<file path="src/rtl/mux_sel_pkg.sv">
// mux_sel_pkg
// Shared types and helpers for the mux select arbiter.
//   state_t   : arbiter FSM states (IDLE, GRANT)
//   MUX_*     : default configuration (3 requesters, 2-bit select, hold limit 8)
//   SEL_IDLE  : idle select code for the default select width (all ones)
//   ptr_inc() : round-robin pointer increment with wrap at n
package mux_sel_pkg;

    localparam int MUX_N        = 3;
    localparam int MUX_SELW     = 2;
    localparam int MUX_HOLD_MAX = 8;

    localparam logic [MUX_SELW-1:0] SEL_IDLE = '1;

    typedef enum logic {
        IDLE  = 1'b0,
        GRANT = 1'b1
    } state_t;

    function automatic int ptr_inc(input int p, input int n);
        return (p + 1 >= n) ? 0 : p + 1;
    endfunction

endpackage

</file>
<file path="src/rtl/mux_sel_arbiter_rr_pick.sv">
// rr_pick
// Combinational round-robin priority finder. Searches req_i starting at
// ptr_i, wrapping N-1 -> 0; the first set bit wins.
//   req_i   [N-1:0]    request vector
//   ptr_i   [SELW-1:0] search start position (0..N-1)
//   found_o            at least one request is set
//   idx_o   [SELW-1:0] winning index (0 when nothing found)
module rr_pick #(
    parameter int N    = 3,
    parameter int SELW = 2
) (
    input  logic [N-1:0]    req_i,
    input  logic [SELW-1:0] ptr_i,
    output logic            found_o,
    output logic [SELW-1:0] idx_o
);

    logic [2*N-1:0] dbl;
    logic [N-1:0]   rot;
    int             pos;

    // Doubling the vector and shifting by ptr puts req[(ptr+j) mod N] at bit j.
    assign dbl = {req_i, req_i};
    assign rot = N'(dbl >> ptr_i);

    always_comb begin
        found_o = 1'b0;
        idx_o   = '0;
        pos     = 0;
        // Walk from the far end so the lowest rotated offset is the last write.
        for (int j = N - 1; j >= 0; j--) begin
            if (rot[j]) begin
                pos = int'(ptr_i) + j;
                if (pos >= N) begin
                    pos = pos - N;
                end
                found_o = 1'b1;
                idx_o   = SELW'(pos);
            end
        end
    end

endmodule

</file>
<file path="src/rtl/mux_sel_arbiter.sv">
// mux_sel_arbiter
// Round-robin select generator feeding the S input of an N-to-1 mux.
// A grant is held until ack, withdrawal of the granted request, or a hold
// timeout; on release the next requester is granted on the same edge.
//   clk        clock, rising edge
//   rst        asynchronous reset, active high
//   req_i      [N-1:0] request per mux input
//   ack_i      consumer took the selected data (used only while valid)
//   sel_o      [SELW-1:0] registered select code, all ones when idle
//   valid_o    sel_o addresses a granted input
//   timeout_o  one-cycle pulse after a forced release
//
// state | meaning
// ------+-----------------------------------------------------------
// IDLE  | no grant; sel_o = idle code, waiting for any request
// GRANT | sel_o holds a granted input; watching ack/withdraw/timeout
module mux_sel_arbiter
    import mux_sel_pkg::*;
#(
    parameter int N        = MUX_N,
    parameter int SELW     = MUX_SELW,
    parameter int HOLD_MAX = MUX_HOLD_MAX
) (
    input  logic            clk,
    input  logic            rst,
    input  logic [N-1:0]    req_i,
    input  logic            ack_i,
    output logic [SELW-1:0] sel_o,
    output logic            valid_o,
    output logic            timeout_o
);

    localparam int                CNTW      = (HOLD_MAX > 2) ? $clog2(HOLD_MAX) : 1;
    localparam logic [CNTW-1:0]   CNT_LAST  = CNTW'(HOLD_MAX - 1);
    localparam logic [SELW-1:0]   SEL_IDLE_W = {SELW{1'b1}};

    state_t          state_q, state_d;
    logic [SELW-1:0] ptr_q, ptr_d;
    logic [CNTW-1:0] cnt_q, cnt_d;
    logic [SELW-1:0] sel_q, sel_d;
    logic            valid_q, valid_d;
    logic            timeout_q, timeout_d;

    logic            rel;
    logic            forced;
    logic [SELW-1:0] pick_ptr;
    logic            found;
    logic [SELW-1:0] idx;

    // Release decision depends only on registered state and inputs, so the
    // picker can use the post-release pointer without a combinational loop.
    always_comb begin
        rel    = 1'b0;
        forced = 1'b0;
        if (state_q == GRANT) begin
            if (ack_i) begin
                rel = 1'b1;
            end else if (!req_i[sel_q]) begin
                rel = 1'b1;
            end else if (cnt_q == CNT_LAST) begin
                rel    = 1'b1;
                forced = 1'b1;
            end
        end
    end

    assign pick_ptr = rel ? SELW'(ptr_inc(int'(sel_q), N)) : ptr_q;

    rr_pick #(
        .N    (N),
        .SELW (SELW)
    ) u_pick (
        .req_i   (req_i),
        .ptr_i   (pick_ptr),
        .found_o (found),
        .idx_o   (idx)
    );

    always_comb begin
        state_d   = state_q;
        ptr_d     = ptr_q;
        cnt_d     = cnt_q;
        sel_d     = sel_q;
        valid_d   = valid_q;
        timeout_d = 1'b0;
        case (state_q)
            IDLE: begin
                if (found) begin
                    state_d = GRANT;
                    sel_d   = idx;
                    valid_d = 1'b1;
                    cnt_d   = '0;
                end
            end
            GRANT: begin
                if (rel) begin
                    ptr_d     = pick_ptr;
                    timeout_d = forced;
                    cnt_d     = '0;
                    if (found) begin
                        sel_d = idx;
                    end else begin
                        state_d = IDLE;
                        sel_d   = SEL_IDLE_W;
                        valid_d = 1'b0;
                    end
                end else if (cnt_q != CNT_LAST) begin
                    cnt_d = cnt_q + 1'b1;
                end
            end
            default: begin
                state_d = IDLE;
                sel_d   = SEL_IDLE_W;
                valid_d = 1'b0;
            end
        endcase
    end

    always_ff @(posedge clk or posedge rst) begin
        if (rst) begin
            state_q   <= IDLE;
            ptr_q     <= '0;
            cnt_q     <= '0;
            sel_q     <= SEL_IDLE_W;
            valid_q   <= 1'b0;
            timeout_q <= 1'b0;
        end else begin
            state_q   <= state_d;
            ptr_q     <= ptr_d;
            cnt_q     <= cnt_d;
            sel_q     <= sel_d;
            valid_q   <= valid_d;
            timeout_q <= timeout_d;
        end
    end

    assign sel_o     = sel_q;
    assign valid_o   = valid_q;
    assign timeout_o = timeout_q;

endmodule

</file>
<file path="config.mk">
export PLATFORM = sky130hd
export DESIGN_NAME = mux_sel_arbiter
export DESIGN_NICKNAME = d
export VERILOG_FILES = /design/src/rtl/mux_sel_pkg.sv /design/src/rtl/mux_sel_arbiter_rr_pick.sv /design/src/rtl/mux_sel_arbiter.sv
export SDC_FILE = /design/constraint.sdc
export NUM_CORES = 1
export LEC_CHECK = 0
export CORE_UTILIZATION = 54
export DETAILED_ROUTE_END_ITERATION = 7
export GPL_ROUTABILITY_DRIVEN = 0
export PLACE_DENSITY = 0.78
export SLEW_MARGIN = 0
export SYNTH_ARGS = -nofsm -noshare
export SYNTH_HDL_FRONTEND = slang
export SYNTH_SLANG_ARGS = --single-unit
</file>
<file path="constraint.sdc">
create_clock -name clk -period 2.9 [get_ports clk]
set_input_delay 0.58 -clock clk [delete_from_list [all_inputs] [get_ports clk]]
set_output_delay 0.58 -clock clk [all_outputs]
set_load 0.02 [all_outputs]
</file>
==> impl_metrics.tcl <==
set metrics [dict create \
    reg2regPathDepth 12 \
    core_region_area_um2 1366 \
    area_growth_synth_to_finish_pct 21.82 \
    route.antenna.remaining_nets 0 \
    firstDrtPassIters 4 \
    dr_iter_0_viols 22 \
    finalHoldWorstSlack_ns 0.5122 \
    shortest_period_the_worst_path_allows_ns 2.628 \
    vdd_ir_drop_max_mv 0.6987 \
    die_w_um 41.37 \
    worstPathArrival_ns 2.83 \
    antenna_cells_inserted 0 \
    io_pins 10 \
    num_vias 733 \
    path_class "flop to flop" \
    route.detailed.vias_per_inst 6.058 \
    grt_first_pass_wirelength_mm 2.511 \
    fin_skew_ns 0.004250 \
    grt_max_degree 11 \
    grt.busiest_layer "met2" \
    groute.layer.met3.usage_pct 7.979 \
    worst_hold_path.num_cells 2 \
    synth_common_cells "sky130_fd_sc_hd__nand2_1, sky130_fd_sc_hd__dfrtp_1, sky130_fd_sc_hd__inv_1" \
    netlist-cell-type-count 33 \
    hold_path_origin "valid_o$_DFFE_PP0P_" \
    dpl.hpwl_mm 1.404 \
    min_path_type "flop to flop" \
    min_to "valid_o$_DFFE_PP0P_" \
    timing.max_cap.violations 0 \
    synth_area_leader_cell "sky130_fd_sc_hd__dfrtp_1" \
    cts-buffers-inserted 3 \
    ys_dominant_reg_cell "sky130_fd_sc_hd__dfrtp_1" \
    syn_area_per_cell_um2 9.621 \
    numClockSinks 10 \
    setup.worst_path.start_class "flop" \
    library_cell_used_as_clock_root_buffer "sky130_fd_sc_hd__clkbuf_4" \
    fmax_mhz 380.5 \
    timing.critical_path.required_ns 3.10 \
    fillerInstances 101 \
    slew_viols_final 0 \
    htree_num_levels 1 \
    initial_utilization_pct 61.26 \
    post-synth-top-area-fraction_pct 23.92 \
    count_of_warnings_emitted_by_yosys 0 \
    worst_r2r_startpoint "cnt_q[0]$_DFFE_PP0P_" \
    dieHeight_um 41.37 \
    slew-limit-headroom_pct 63.69 \
    utilization_pct 74.63 \
    groute.layer.met1.usage_pct 28.95 \
    run_status "finished, final reports clean" \
    setup_viol 0 \
    ctsResizeCount 0 \
    leading_cell_type_by_number_of_instances_after_synthesis "sky130_fd_sc_hd__nand2_1" \
    mappedNetlistNets 98 \
    cts_setup_buffers 0 \
    crit-reg2reg-capture "sel_o[0]$_DFFE_PP1P_" \
    min_period_over_period_pct 90.64 \
    global_route.usage.total_pct 22.99 \
    grt_pass1_vias 627 \
    port-buffer-count 9 \
    power_per_unit_of_standard_cell_area_nw_per_um2 924.5 \
    placementRows 13 \
    synth_async_sr_flop_share_pct 100.0 \
    power_leakage_nw 0.4679 \
    finish.net_count 118 \
    globalRoute.totalOverflow 0 \
    groute.layer.met2.usage_pct 38.67 \
    synthesis.instances 87 \
    cts_tree "yes" \
    routedWlPerCell_um 14.57 \
    die-area_um2 1711 \
    ys_ff_latch 10 \
    antenna_found_initial 0 \
    setup.reg_to_reg.worst_slack_ns 0.27 \
    post_synth_main_area_contributors "sky130_fd_sc_hd__dfrtp_1, sky130_fd_sc_hd__ha_1, sky130_fd_sc_hd__dfstp_2" \
    worst-slew-pin-transition_ns 0.5405 \
    synth.yosys.seq_area_share_pct 30.19 \
    route.final.wire_length_mm 1.763 \
    rsz0062_at_grt "false" \
    worstSkewPairLatency_ns 0.27 \
    cts.clk_slew.worst_paths_ns 0.07 \
    synth-edff-count 0 \
    syn_area_um2 837.1 \
    hold_violations 0 \
    drc 0 \
    setup.worst_path.end_class "flop" \
    drive_above_1_share_pct 25.47 \
    cts-root-to-sink-buffers 2 \
    number_of_buffers_added_to_fix_hold_violations_after_cts 0 \
    critPathMaxFanout 4 \
]
## final cells by class
type / instances / area, um^2 / area share, %
Multi-Input combinational cell: 67 / 531.8 / 52.15
Sequential cell: 10 / 252.7 / 24.79
Timing Repair Buffer: 17 / 150.1 / 14.72
Clock buffer: 4 / 36.28 / 3.558
Inverter: 8 / 30.03 / 2.945
Tap cell: 15 / 18.77 / 1.840
## through the flow
step	total power, mW	setup slack (ns)	std cells	setup TNS (ns)	instance area (um^2)
floorplan	0.6501	0.4144	87	0	837.1
global placement	0.7912	0.06171	117	0	983.4
detailed placement	0.8089	-0.01336	117	-0.01336	983.4
CTS	0.9376	0.2583	121	0	1020
global route	1.001	0.05724	121	0	1020
finish	0.9428	0.2715	121	0	1020
## report_power, final
group          internal [mW]  leakage [nW]  switching, mW  total [mW]
Clock                 0.0764        0.0210         0.0524       0.129
Sequential             0.188         0.123         0.0380       0.226
Combinational          0.290         0.324          0.298       0.588
## worst max path at each step
stage / start / endpoint / slack [ns] / cells after the start
final: cnt_q[0]$_DFFE_PP0P_ / sel_o[0]$_DFFE_PP1P_ / 0.27 / 12
after CTS: cnt_q[0]$_DFFE_PP0P_ / sel_o[0]$_DFFE_PP1P_ / 0.26 / 12
after global routing: cnt_q[0]$_DFFE_PP0P_ / sel_o[0]$_DFFE_PP1P_ / 0.06 / 12
after global placement: req_i[0] / sel_o[0]$_DFFE_PP1P_ / 0.06 / 10
after floorplan: cnt_q[0]$_DFFE_PP0P_ / sel_o[0]$_DFFE_PP1P_ / 0.41 / 12
after detailed placement: req_i[0] / sel_o[0]$_DFFE_PP1P_ / -0.01 / 10
## registers in the layout (all words and copies together), names as in the netlist
| register | cells |
|---|---|
| cnt_q | 3 |
| ptr_q | 2 |
| sel_o | 2 |
| state_q | 1 |
| timeout_o | 1 |
| valid_o | 1 |
## worst max-delay path, stage by stage, from the launching register on
cell                        delay [ns]
sky130_fd_sc_hd__dfrtp_1          0.39
sky130_fd_sc_hd__ha_1             0.20
sky130_fd_sc_hd__ha_1             0.21
sky130_fd_sc_hd__o21ai_0          0.24
sky130_fd_sc_hd__o221a_2          0.28
sky130_fd_sc_hd__nand2_1          0.08
sky130_fd_sc_hd__nand2_1          0.10
sky130_fd_sc_hd__inv_1            0.05
sky130_fd_sc_hd__ha_1             0.31
sky130_fd_sc_hd__a22o_1           0.24
sky130_fd_sc_hd__nand2_1          0.06
sky130_fd_sc_hd__o2111ai_1        0.12
sky130_fd_sc_hd__o221a_2          0.28
## cells by family after synthesis
family                   synth area share (%)
AO/OA/AOI/OAI                           33.93
adder cells (fa/ha/maj)                 7.474
buffers and inverters                   6.278
flip-flops                              30.19
multiplexers                            4.933
AND/OR/NAND/NOR                         17.19
## layout by cell type (no fill, tap or decap), types with 2 or more instances in the layout
cell type                         instances
sky130_fd_sc_hd__clkbuf_4                 3
sky130_fd_sc_hd__a22o_1                   5
sky130_fd_sc_hd__o221ai_2                 2
sky130_fd_sc_hd__o21a_1                   2
sky130_fd_sc_hd__nand2_1                 10
sky130_fd_sc_hd__o21ai_0                  7
sky130_fd_sc_hd__nand2b_1                 3
sky130_fd_sc_hd__dfrtp_1                  8
sky130_fd_sc_hd__and2_1                   2
sky130_fd_sc_hd__dfstp_2                  2
sky130_fd_sc_hd__a31oi_1                  2
sky130_fd_sc_hd__inv_1                    8
sky130_fd_sc_hd__buf_4                    8
sky130_fd_sc_hd__ha_1                     5
sky130_fd_sc_hd__mux2_4                   2
sky130_fd_sc_hd__nor3b_1                  2
sky130_fd_sc_hd__nor2_1                   5
sky130_fd_sc_hd__o221a_2                  2
sky130_fd_sc_hd__nor3_1                   3
sky130_fd_sc_hd__clkdlybuf4s50_1          9
## metal layers
| layer | vias up | routed length [um] |
|---|---|---|
| li1 | 363 | - |
| met1 | 349 | 864 |
| met2 | 19 | 788 |
| met3 | 2 | 92 |
| met4 | 0 | 18 |
| met5 | - | 0 |
Note: power is estimated with default switching activity, not from simulation.
